`config.mk`:
```
export PLATFORM = sky130hd
export DESIGN_NAME = nec_ir_receiver
export DESIGN_NICKNAME = d
export VERILOG_FILES = /design/src/rtl/nec_ir_receiver.sv
export SDC_FILE = /design/constraint.sdc
export NUM_CORES = 1
export LEC_CHECK = 0
export ABC_CLOCK_PERIOD_IN_PS = 5960
export CAP_MARGIN = 20
export CORE_MARGIN = 10
export CORE_UTILIZATION = 45
export DETAILED_ROUTE_END_ITERATION = 16
export PLACE_DENSITY_LB_ADDON = 0.2
export SETUP_SLACK_MARGIN = 0.05
export SLEW_MARGIN = 5
export SYNTH_ARGS = -nofsm -noshare
export SYNTH_HDL_FRONTEND = slang
export SYNTH_SLANG_ARGS = --single-unit
```
`constraint.sdc`:
```
create_clock -name CLOCK_50 -period 5.96 [get_ports CLOCK_50]
set_input_delay 0.596 -clock CLOCK_50 [delete_from_list [all_inputs] [get_ports CLOCK_50]]
set_output_delay 0.596 -clock CLOCK_50 [all_outputs]
set_load 0.03 [all_outputs]
```
`src/rtl/nec_ir_receiver.sv`:
```
// NEC IR receiver: synchronise/deglitch IRDA_RXD, measure mark/space widths in us ticks, decode 32-bit frames and repeats.
// Result pulses assert 1 clock after the filtered edge ending the stop mark; no backpressure, pulses are fire-and-forget.
module nec_ir_receiver #(
    parameter int CLK_HZ     = 50_000_000,
    parameter int FILT_CYC   = 8,
    parameter bit CHECK_ADDR = 1'b1,
    parameter bit REPEAT_EN  = 1'b1,
    parameter int REPEAT_MS  = 120,
    // Divides every microsecond threshold and the repeat window; 1 gives real NEC timing.
    parameter int TIME_SCALE = 1
) (
    input  logic        CLOCK_50,
    input  logic        RESET,
    input  logic        IRDA_RXD,
    output logic [15:0] ir_addr,
    output logic [7:0]  ir_cmd,
    output logic        ir_valid,
    output logic        ir_repeat,
    output logic        ir_error,
    output logic        ir_busy,
    output logic [7:0]  LEDR
);
    localparam int US_DIV    = (CLK_HZ / 1_000_000 > 0) ? CLK_HZ / 1_000_000 : 1;
    localparam int PRE_W     = (US_DIV > 1) ? $clog2(US_DIV) : 1;
    localparam int FILT_W    = $clog2(FILT_CYC + 1);
    localparam int WIN_TICKS = REPEAT_MS * 1000 / TIME_SCALE;
    localparam int WIN_W     = $clog2(WIN_TICKS + 1);

    localparam logic [13:0] LEAD_LO = 14'(8000 / TIME_SCALE);
    localparam logic [13:0] LEAD_HI = 14'(10000 / TIME_SCALE);
    localparam logic [13:0] SPCD_LO = 14'(4000 / TIME_SCALE);
    localparam logic [13:0] SPCD_HI = 14'(5000 / TIME_SCALE);
    localparam logic [13:0] SPCR_LO = 14'(1900 / TIME_SCALE);
    localparam logic [13:0] SPCR_HI = 14'(2600 / TIME_SCALE);
    localparam logic [13:0] MARK_LO = 14'(350 / TIME_SCALE);
    localparam logic [13:0] MARK_HI = 14'(800 / TIME_SCALE);
    localparam logic [13:0] ONE_LO  = 14'(1400 / TIME_SCALE);
    localparam logic [13:0] ONE_HI  = 14'(1900 / TIME_SCALE);
    localparam logic [13:0] TIMEOUT = 14'(10000 / TIME_SCALE + 1);

    typedef enum logic [2:0] {
        IDLE, LEAD_MARK, LEAD_SPACE, BIT_MARK, BIT_SPACE, STOP_MARK
    } state_t;

    logic [1:0]        sync_q;
    logic              filt_q;
    logic [FILT_W-1:0] fcnt_q;
    logic [PRE_W-1:0]  pre_q;
    logic [13:0]       width_q;
    state_t            state_q, state_d;
    logic [4:0]        bit_cnt_q, bit_cnt_d;
    logic [31:0]       shreg_q, shreg_d;
    logic              rep_q, rep_d;
    logic              win_open_q;
    logic [WIN_W-1:0]  win_cnt_q;
    logic [15:0]       addr_q, addr_d;
    logic [7:0]        cmd_q, cmd_d;
    logic              valid_q, valid_d, repeat_q, repeat_d, error_q, error_d;
    logic              win_start;
    logic              edge_w, fall_w, rise_w, tick_w;
    logic              is_lead, is_spcd, is_spcr, is_mark, is_one, cmd_ok, addr_ok;

    function automatic logic in_rng(input logic [13:0] w, input logic [13:0] lo, input logic [13:0] hi);
        return (w >= lo) && (w <= hi);
    endfunction

    // Edge fires on the cycle the filtered level flips, so width_q still holds the just-ended interval.
    assign edge_w = (sync_q[1] != filt_q) && (fcnt_q == FILT_W'(FILT_CYC - 1));
    assign fall_w = edge_w && filt_q;
    assign rise_w = edge_w && !filt_q;
    assign tick_w = (pre_q == PRE_W'(US_DIV - 1));

    always_ff @(posedge CLOCK_50) begin
        if (RESET) begin
            sync_q  <= 2'b11;
            filt_q  <= 1'b1;
            fcnt_q  <= '0;
            pre_q   <= '0;
            width_q <= '0;
        end else begin
            sync_q <= {sync_q[0], IRDA_RXD};
            if (sync_q[1] == filt_q) begin
                fcnt_q <= '0;
            end else if (edge_w) begin
                filt_q <= sync_q[1];
                fcnt_q <= '0;
            end else begin
                fcnt_q <= fcnt_q + 1'b1;
            end
            pre_q <= tick_w ? '0 : pre_q + 1'b1;
            if (edge_w) begin
                width_q <= '0;
            end else if (tick_w && width_q != 14'h3FFF) begin
                width_q <= width_q + 14'd1;
            end
        end
    end

    assign is_lead = in_rng(width_q, LEAD_LO, LEAD_HI);
    assign is_spcd = in_rng(width_q, SPCD_LO, SPCD_HI);
    assign is_spcr = in_rng(width_q, SPCR_LO, SPCR_HI);
    assign is_mark = in_rng(width_q, MARK_LO, MARK_HI);
    assign is_one  = in_rng(width_q, ONE_LO, ONE_HI);
    assign cmd_ok  = (shreg_q[31:24] == ~shreg_q[23:16]);
    assign addr_ok = !CHECK_ADDR || (shreg_q[15:8] == ~shreg_q[7:0]);

    always_comb begin
        state_d   = state_q;
        bit_cnt_d = bit_cnt_q;
        shreg_d   = shreg_q;
        rep_d     = rep_q;
        addr_d    = addr_q;
        cmd_d     = cmd_q;
        valid_d   = 1'b0;
        repeat_d  = 1'b0;
        error_d   = 1'b0;
        win_start = 1'b0;
        if (state_q != IDLE && width_q >= TIMEOUT) begin
            error_d = 1'b1;
            state_d = IDLE;
        end else begin
            case (state_q)
                IDLE: if (fall_w) begin
                    state_d = LEAD_MARK;
                    rep_d   = 1'b0;
                end
                LEAD_MARK: if (rise_w) begin
                    if (is_lead) state_d = LEAD_SPACE;
                    else begin error_d = 1'b1; state_d = IDLE; end
                end
                LEAD_SPACE: if (fall_w) begin
                    if (is_spcd) begin
                        state_d   = BIT_MARK;
                        bit_cnt_d = 5'd0;
                    end else if (is_spcr) begin
                        state_d = STOP_MARK;
                        rep_d   = 1'b1;
                    end else begin
                        error_d = 1'b1;
                        state_d = IDLE;
                    end
                end
                BIT_MARK: if (rise_w) begin
                    if (is_mark) state_d = BIT_SPACE;
                    else begin error_d = 1'b1; state_d = IDLE; end
                end
                BIT_SPACE: if (fall_w) begin
                    if (is_mark || is_one) begin
                        shreg_d = {is_one, shreg_q[31:1]};
                        if (bit_cnt_q == 5'd31) begin
                            state_d = STOP_MARK;
                        end else begin
                            bit_cnt_d = bit_cnt_q + 5'd1;
                            state_d   = BIT_MARK;
                        end
                    end else begin
                        error_d = 1'b1;
                        state_d = IDLE;
                    end
                end
                STOP_MARK: if (rise_w) begin
                    state_d = IDLE;
                    if (!is_mark) begin
                        error_d = 1'b1;
                    end else if (rep_q) begin
                        if (REPEAT_EN && win_open_q) begin
                            repeat_d  = 1'b1;
                            win_start = 1'b1;
                        end else begin
                            error_d = 1'b1;
                        end
                    end else if (cmd_ok && addr_ok) begin
                        valid_d   = 1'b1;
                        win_start = 1'b1;
                        addr_d    = CHECK_ADDR ? {8'h00, shreg_q[7:0]} : shreg_q[15:0];
                        cmd_d     = shreg_q[23:16];
                    end else begin
                        error_d = 1'b1;
                    end
                end
                default: state_d = IDLE;
            endcase
        end
    end

    always_ff @(posedge CLOCK_50) begin
        if (RESET) begin
            state_q    <= IDLE;
            bit_cnt_q  <= '0;
            shreg_q    <= '0;
            rep_q      <= 1'b0;
            addr_q     <= '0;
            cmd_q      <= '0;
            valid_q    <= 1'b0;
            repeat_q   <= 1'b0;
            error_q    <= 1'b0;
            win_open_q <= 1'b0;
            win_cnt_q  <= '0;
        end else begin
            state_q   <= state_d;
            bit_cnt_q <= bit_cnt_d;
            shreg_q   <= shreg_d;
            rep_q     <= rep_d;
            addr_q    <= addr_d;
            cmd_q     <= cmd_d;
            valid_q   <= valid_d;
            repeat_q  <= repeat_d;
            error_q   <= error_d;
            if (win_start) begin
                win_open_q <= 1'b1;
                win_cnt_q  <= '0;
            end else if (win_open_q && tick_w) begin
                if (win_cnt_q == WIN_W'(WIN_TICKS - 1)) win_open_q <= 1'b0;
                else win_cnt_q <= win_cnt_q + 1'b1;
            end
        end
    end

    assign ir_addr   = addr_q;
    assign ir_cmd    = cmd_q;
    assign LEDR      = cmd_q;
    assign ir_valid  = valid_q;
    assign ir_repeat = repeat_q;
    assign ir_error  = error_q;
    assign ir_busy   = (state_q != IDLE);
endmodule

```
==> PnR_summary.wiki, run 1 <==
{| class="wikitable"
! Metric !! Value
|-
| Outcome || finished, final reports clean
|-
| Clock skew || ~10 ps
|-
| Worst-Margin Slew || 1050 ps
|-
| R2r startpoint || width_q[8]
|-
| Combined area of all synthesized cells || roughly 5200 um^2
|-
| Pwr per Cell Area || between 200 and 250 nW/um^2
|-
| Crit path launch type || flop
|-
| Worst hold endpoint || sync_q[1]
|-
| Detailed-route vias per instance || 5.313
|-
| Cell count after synthesis || roughly 620
|-
| Overall power || between 1 and 1.5 mW
|-
| Worst Path Arrival || roughly 3400 ps
|-
| Kind of capture point of the worst setup path || flop
|-
| Rows || 39
|-
| Overall routed net length || between 10000 and 15000 um
|-
| Placed cells || around 750
|-
| Master of the slowest instance on the critical path || sky130_fd_sc_hd__dfxtp_1
|-
| Layout overhead on the synthesized area || 10.56%
|-
| Global-route wire length before repair || roughly 19000 um
|-
| Clock latency at the later pin of the worst-skew pair || 360 ps
|-
| Sequential area share after synthesis || approximately 40%
|-
| Share of synthesized flip-flops with an asynchronous set or reset || 0%
|-
| Most frequent cells in the layout || 105 x sky130_fd_sc_hd__dfxtp_1, 91 x sky130_fd_sc_hd__nand2_1, 80 x sky130_fd_sc_hd__nor2_1
|-
| Antenna violations before repair || 0
|-
| Clock Pin Slew Worst Setup and Hold Paths || ~70 ps
|-
| Worst R2R Path Depth || 7
|-
| Most common flop cell mapped by yosys || sky130_fd_sc_hd__dfxtp_1
|-
| Number of storage elements in the synthesis netlist || 105
|-
| Portion of the clock cycle consumed by the worst path in the final layout || between 50 and 60%
|-
| Last weighted congestion value of the routability-driven placer || between 0.9 and 1
|-
| Die area || 16200 um^2
|-
| Inserted Diodes || 0
|-
| Post-synth EDFFs || 0
|-
| Antenna Nets Post-Route || 0
|-
| Most area-hungry cell type in the Yosys netlist || sky130_fd_sc_hd__dfxtp_1
|-
| Stage delay of the slowest cell on the critical path || between 600 and 700 ps
|-
| Unrepaired setup endpoints after global routing || no
|-
| Final-report hold violation count || 0
|-
| Most common cell after layout, fill and taps aside || sky130_fd_sc_hd__dfxtp_1
|-
| Hold crit path type || reg -> reg
|-
| Leakage power || roughly 2.1 nW
|-
| Family of cells with the greatest summed delay on the critical path || simple AND/OR/NAND/NOR gates
|-
| Number of synthesis warnings || 0
|-
| Number of sinks handled by clock tree synthesis || ~110
|-
| Number of max-capacitance violations reported || 0
|-
| HP Start || sync_q[0]
|-
| Proportion of layout cells with a drive suffix above 1 || 7.097%
|-
| TritonCTS clock tree || done
|-
| Critical path launch point || width_q[8]
|-
| Total of hold buffers inserted after clock tree synthesis || 0
|-
| Bufs and invs on worst path || 0
|-
| Fmax || 310.4 MHz
|-
| Number of buffers added by the clock tree synthesis step || 9
|-
| Floorplan die height || roughly 130 um
|-
| R2R setup slack || between 2000 and 3000 ps
|-
| Worst path cell trace || nand4b_1 -> or4_1 -> a311oi_2 -> o21a_2 -> nand2_1 -> nand2_1 -> a21oi_2
|-
| Minimum setup slack in the final design || between 2000 and 3000 ps
|-
| Worst IR drop on VDD || 0.2146 mV
|-
| Start-to-end type of the worst setup path || reg -> reg
|-
| Top area cells in the synthesized netlist || sky130_fd_sc_hd__dfxtp_1 41%, sky130_fd_sc_hd__nand2_1 6.6%, sky130_fd_sc_hd__nor2_1 5.8%
|-
| Reg-to-Reg End || shreg_q[2]
|-
| Average cell area after synthesis || 8.409 um^2
|-
| Setup-violating endpoint count in the final report || 0
|-
| Post-route DRC || 0
|-
| Overall track demand over capacity in global routing || between 10% and 20%
|-
| Port Buffers || 30
|-
| Vias after detailed routing || between 4000 and 5000
|-
| Data required time of the worst path || a little over 6000 ps
|-
| CTS max path bufs || 2
|-
| Worst Hold Depth || 1
|-
| Share of the synthesized area in the top cell type || 40.58%
|-
| Layout Cells excl Fill || about 760
|-
| Mean routed wirelength per cell || 14.39 um
|-
| Number of max-slew violations in the final report || 0
|-
| Nets@finish || roughly 630
|-
| Rel. slew slack || between 20% and 30%
|-
| Maximum level of the CTS H-tree || 3
|-
| # resized after CTS || 0
|-
| Setup bufs post-CTS || 0
|-
| Number of distinct standard cells referenced by the synthesized netlist || 64
|-
| Cell type with the highest occurrence count on the critical path || sky130_fd_sc_hd__nand2_1
|-
| Max Fanout on Critical Path || 32
|-
| Detail Placement HPWL || 7601 um
|-
| Initial DRC count || ~330
|-
| Maximum number of pins on one net before global-route repair || between 60 and 70
|-
| Detailed-routing iteration count for the pre-antenna-repair pass || 5
|-
| Die Span X || around 130 um
|-
| Final TNS setup || 0 ps
|-
| Number of top-level pins || 39
|-
| Area inside the core boundary || 11320 um^2
|-
| Final period demand of the worst path || roughly 3200 ps
|-
| Grt total ovfl || 0
|-
| CTS Root Cell || sky130_fd_sc_hd__clkbuf_16
|-
| Number of global-route vias before repair || 3852
|-
| Setup slack at placement || between 2000 and 3000 ps
|-
| Effective utilization at floorplan || around 46%
|-
| Final core utilization || roughly half
|}
[cells in the mapped netlist (2+ instances only)]
master and number:
sky130_fd_sc_hd__a211oi_1 3, sky130_fd_sc_hd__a21o_1 2, sky130_fd_sc_hd__a21oi_1 30, sky130_fd_sc_hd__a21oi_2 11
sky130_fd_sc_hd__a22o_1 3, sky130_fd_sc_hd__a311oi_1 2, sky130_fd_sc_hd__a31oi_1 2, sky130_fd_sc_hd__and2_1 4
sky130_fd_sc_hd__and3_1 10, sky130_fd_sc_hd__and4_1 5, sky130_fd_sc_hd__buf_2 9, sky130_fd_sc_hd__buf_4 17
sky130_fd_sc_hd__buf_6 6, sky130_fd_sc_hd__clkbuf_1 20, sky130_fd_sc_hd__dfxtp_1 105, sky130_fd_sc_hd__ha_1 10
sky130_fd_sc_hd__inv_1 11, sky130_fd_sc_hd__mux2i_1 17, sky130_fd_sc_hd__nand2_1 91, sky130_fd_sc_hd__nand2b_1 5
sky130_fd_sc_hd__nand3_1 18, sky130_fd_sc_hd__nand3b_1 3, sky130_fd_sc_hd__nand4_1 11, sky130_fd_sc_hd__nand4b_1 2
sky130_fd_sc_hd__nor2_1 80, sky130_fd_sc_hd__nor2b_1 2, sky130_fd_sc_hd__nor3_1 12, sky130_fd_sc_hd__nor3b_1 7
sky130_fd_sc_hd__nor4_1 5, sky130_fd_sc_hd__nor4b_1 4, sky130_fd_sc_hd__o211ai_1 4, sky130_fd_sc_hd__o21a_1 2
sky130_fd_sc_hd__o21ai_0 11, sky130_fd_sc_hd__o21bai_1 2, sky130_fd_sc_hd__o31a_1 2, sky130_fd_sc_hd__or2_2 5
sky130_fd_sc_hd__or3_1 3, sky130_fd_sc_hd__or4_1 2, sky130_fd_sc_hd__xnor2_1 30, sky130_fd_sc_hd__xor2_1 24
[sequential cells by signal (all words and copies together) (netlist names), 2 cells and up]
register / cells
pre_q: 6
win_cnt_q: 17
width_q: 14
fcnt_q: 4
bit_cnt_q: 5
shreg_q: 32
LEDR: 8
state_q: 3
ir_addr: 8
sync_q: 2
[through the flow]
stage          area [um^2]  hold WS, ps
2_1_floorplan         5206        389.5
3_3_place_gp          5373        395.9
3_5_place_dp          5373        399.0
4_1_cts               5692        417.4
5_1_grt               5727        433.8
6_report              5727        414.4
[power by group]
group | switching [mW] | internal, mW | total (mW)
sequential | 0.00213 | 0.703 | 0.706
combinational | 0.0213 | 0.00562 | 0.0269
clock | 0.285 | 0.348 | 0.633
[logic make-up (layout without fill, tap and decap cells)]
group / count (synthesis) / count (layout) / synth area share [%]
xor+xnor: 54 / 54 / 9.130
buf+inv: 63 / 60 / 6.884
simple gates: 276 / 276 / 25.75
flops: 105 / 105 / 40.58
compound gates: 89 / 89 / 11.67
fa+ha+maj: 10 / 10 / 2.415
mux: 18 / 18 / 3.502
other cells: 1 / 8 / 0.07239
[routing by layer]
layer | wire length, um | track usage (%) | vias up
li1 | - | - | 2083
met1 | 5268 | 18.35 | 1879
met2 | 4983 | 20.94 | 74
met3 | 558 | 4.549 | 18
met4 | 172 | 4.956 | 0
met5 | 0 | 0 | -
[area by class of cell]
class | instances | area [um^2]
fillers | 1063 | 5594
multi-input cells | 455 | 2748
flip-flops and latches | 105 | 2102
repair buffers | 33 | 337.8
clock buffers | 10 | 239.0
well taps | 143 | 178.9
clock inverters | 6 | 80.08
inverters | 11 | 41.29
[how the worst max path moves through the flow]
| stage | end | slack, ps | cells past startpoint |
|---|---|---|---|
| 3_3_place_gp | shreg_q[31] | 2650 | 7 |
| 5_1_grt | shreg_q[2] | 2480 | 7 |
| 2_1_floorplan | shreg_q[31] | 3790 | 11 |
| 4_1_cts | shreg_q[2] | 2560 | 7 |
| 6_report | shreg_q[2] | 2740 | 7 |
| 3_5_place_dp | shreg_q[2] | 2590 | 7 |
Power figures use the tool's default switching activity.
==> run 2: changes to the inputs <==
Settings changed: ABC_CLOCK_PERIOD_IN_PS 5960 to 3200.
Clock period 5.96 ns to 3.2 ns, I/O delays scaled along.
==> PnR_summary.wiki, run 2 (synthesis results as in run 1) <==
{| class="wikitable"
! Metric !! Value
|-
| Outcome || finished, final reports clean
|-
| Mean routed wirelength per cell || about 15 um
|-
| Setup-violating endpoint count in the final report || 0
|-
| Detailed-route vias per instance || approximately 5.4
|-
| Post-route DRC || 0
|-
| Max Fanout on Critical Path || 32
|-
| Unrepaired setup endpoints after global routing || no
|-
| Final period demand of the worst path || approximately 2800 ps
|-
| Total of hold buffers inserted after clock tree synthesis || 0
|-
| Stage delay of the slowest cell on the critical path || around 620 ps
|-
| Clock Pin Slew Worst Setup and Hold Paths || about 80 ps
|-
| Post-route cell area || 5733 um^2
|-
| Area inside the core boundary || 11320 um^2
|-
| Inserted Diodes || 0
|-
| Grt total ovfl || 0
|-
| Layout overhead on the synthesized area || 10.68%
|-
| Nets@finish || between 600 and 700
|-
| Global-route wire length before repair || between 15000 and 20000 um
|-
| Reg-to-Reg End || shreg_q[25]
|-
| Rel. slew slack || 35.02%
|-
| Multi-input logic area || about 2700 um^2
|-
| Placed cells || between 700 and 800
|-
| Port Buffers || 30
|-
| Start-to-end type of the worst setup path || reg -> reg
|-
| Portion of the clock cycle consumed by the worst path in the final layout || about 87%
|-
| Rows || 39
|-
| Data required time of the worst path || 3490 ps
|-
| Most frequent cells in the layout || 105 x sky130_fd_sc_hd__dfxtp_1, 91 x sky130_fd_sc_hd__nand2_1, 80 x sky130_fd_sc_hd__nor2_1
|-
| Clock latency at the later pin of the worst-skew pair || approximately 360 ps
|-
| Worst hold endpoint || shreg_q[31]
|-
| Detailed-routing iteration count for the pre-antenna-repair pass || 5
|-
| Antenna Nets Post-Route || 0
|-
| Floorplan die height || approximately 130 um
|-
| Setup bufs post-CTS || 0
|-
| FF/Latch Area || 2102 um^2
|-
| Die area || about 16000 um^2
|-
| Final-report hold violation count || 0
|-
| # resized after CTS || 0
|-
| Setup slack at placement || between 400 and 500 ps
|-
| Master of the slowest instance on the critical path || sky130_fd_sc_hd__dfxtp_1
|-
| Number of top-level pins || 39
|-
| Worst path cell trace || nand4b_1 -> or4_1 -> a311oi_2 -> o21a_2 -> and2_1 -> buf_4 -> nand2_1 -> a21oi_1
|-
| Worst-Margin Slew || between 900 and 1000 ps
|-
| Number of max-capacitance violations reported || 0
|-
| R2r startpoint || width_q[8]
|-
| Initial DRC count || 290
|-
| Minimum setup slack in the final design || about 400 ps
|-
| Critical path launch point || width_q[8]
|-
| Leading registers by flop count || shreg_q: 32 flops, win_cnt_q: 17 flops, width_q: 14 flops
|-
| Family of cells with the greatest summed delay on the critical path || simple AND/OR/NAND/NOR gates
|-
| CTS max path bufs || 2
|-
| Pwr per Cell Area || roughly 440 nW/um^2
|-
| Proportion of layout cells with a drive suffix above 1 || 7.840%
|-
| Overall track demand over capacity in global routing || between 10 and 15%
|-
| Leakage power || about 2.1 nW
|-
| Fmax || around 360 MHz
|-
| Most common cell after layout, fill and taps aside || sky130_fd_sc_hd__dfxtp_1
|-
| HP Start || RESET
|-
| Layout Cells excl Fill || 768
|-
| CTS Root Cell || sky130_fd_sc_hd__clkbuf_16
|-
| Flip-flop count of the largest register, all copies and words added || 32
|-
| Worst R2R Path Depth || 8
|-
| TritonCTS clock tree || done
|-
| Register with the most flip-flops || shreg_q
|-
| Worst IR drop on VDD || just over 0.4 mV
|-
| Vias after detailed routing || between 4000 and 5000
|-
| Antenna violations before repair || 0
|-
| Bufs and invs on worst path || 1
|-
| Maximum number of pins on one net before global-route repair || between 50 and 60
|-
| Last weighted congestion value of the routability-driven placer || about 0.94
|-
| Number of max-slew violations in the final report || 0
|-
| Effective utilization at floorplan || between 40 and 50%
|-
| Detail Placement HPWL || around 7700 um
|-
| Crit path launch type || flop
|-
| Worst Hold Depth || 2
|-
| R2R setup slack || roughly 400 ps
|-
| Overall routed net length || 11280 um
|-
| Die Span X || approximately 130 um
|-
| Number of global-route vias before repair || between 3000 and 4000
|-
| Hold Worst Slack || about 330 ps
|-
| Worst Path Arrival || between 3000 and 4000 ps
|-
| Clock skew || approximately 11 ps
|-
| Total placed instance area || ~5400 um^2
|-
| Hold crit path type || in -> reg
|-
| Number of buffers added by the clock tree synthesis step || 9
|-
| Maximum level of the CTS H-tree || 3
|-
| Final TNS setup || 0 ps
|-
| Number of sinks handled by clock tree synthesis || approximately 110
|-
| Number of fillers in the final layout || about 1100
|-
| Kind of capture point of the worst setup path || flop
|}
==> run 2: cell count changes in the layout (fill, tap and decap cells not counted) <==
cell	previous run	this run
sky130_fd_sc_hd__buf_16	1	0
sky130_fd_sc_hd__buf_4	2	8
sky130_fd_sc_hd__clkbuf_8	1	0
sky130_fd_sc_hd__clkinv_2	0	1
sky130_fd_sc_hd__inv_6	1	2
sky130_fd_sc_hd__inv_8	3	2
==> run 2: worst max path at each step <==
| stage | endpoint | slack, ps | cells past startpoint |
|---|---|---|---|
| 2_1_floorplan | shreg_q[31] | 1030 | 11 |
| 3_3_place_gp | shreg_q[31] | 550 | 8 |
| 3_5_place_dp | shreg_q[15] | 470 | 8 |
| 4_1_cts | shreg_q[25] | 410 | 8 |
| 5_1_grt | shreg_q[25] | 180 | 8 |
| 6_report | shreg_q[25] | 400 | 8 |
==> run 2: metrics by stage <==
stage,util [%],power (mW)
2_1_floorplan,-,1.393
3_3_place_gp,47.92,1.394
3_5_place_dp,47.92,1.395
4_1_cts,50.64,2.550
5_1_grt,50.64,2.616
6_report,50.64,2.517
==> run 2: routing by layer <==
metal	wire length, um	vias to the layer above	GRT usage (%)
met5	0	-	0
met4	116	0	3.952
met3	610	10	4.425
met2	5274	89	22.33
met1	5280	1926	18.25
li1	-	2091	-
==> run 2: area by class of cell <==
type / count / share of cell area (%)
timing repair buffer: 38 / 6.198
clock buffer: 9 / 3.928
clock inverter: 7 / 1.440
tap: 143 / 3.121
inverter: 11 / 0.7202
multi-input combinational: 455 / 47.93
sequential: 105 / 36.67
==> run 2: report_power, final <==
group / internal [mW] / leakage, nW / switching (mW)
sequential: 1.31 / 0.846 / 0.00397
clock: 0.622 / 0.150 / 0.531
combinational: 0.0105 / 1.11 / 0.0396
total: 1.94 / 2.10 / 0.574
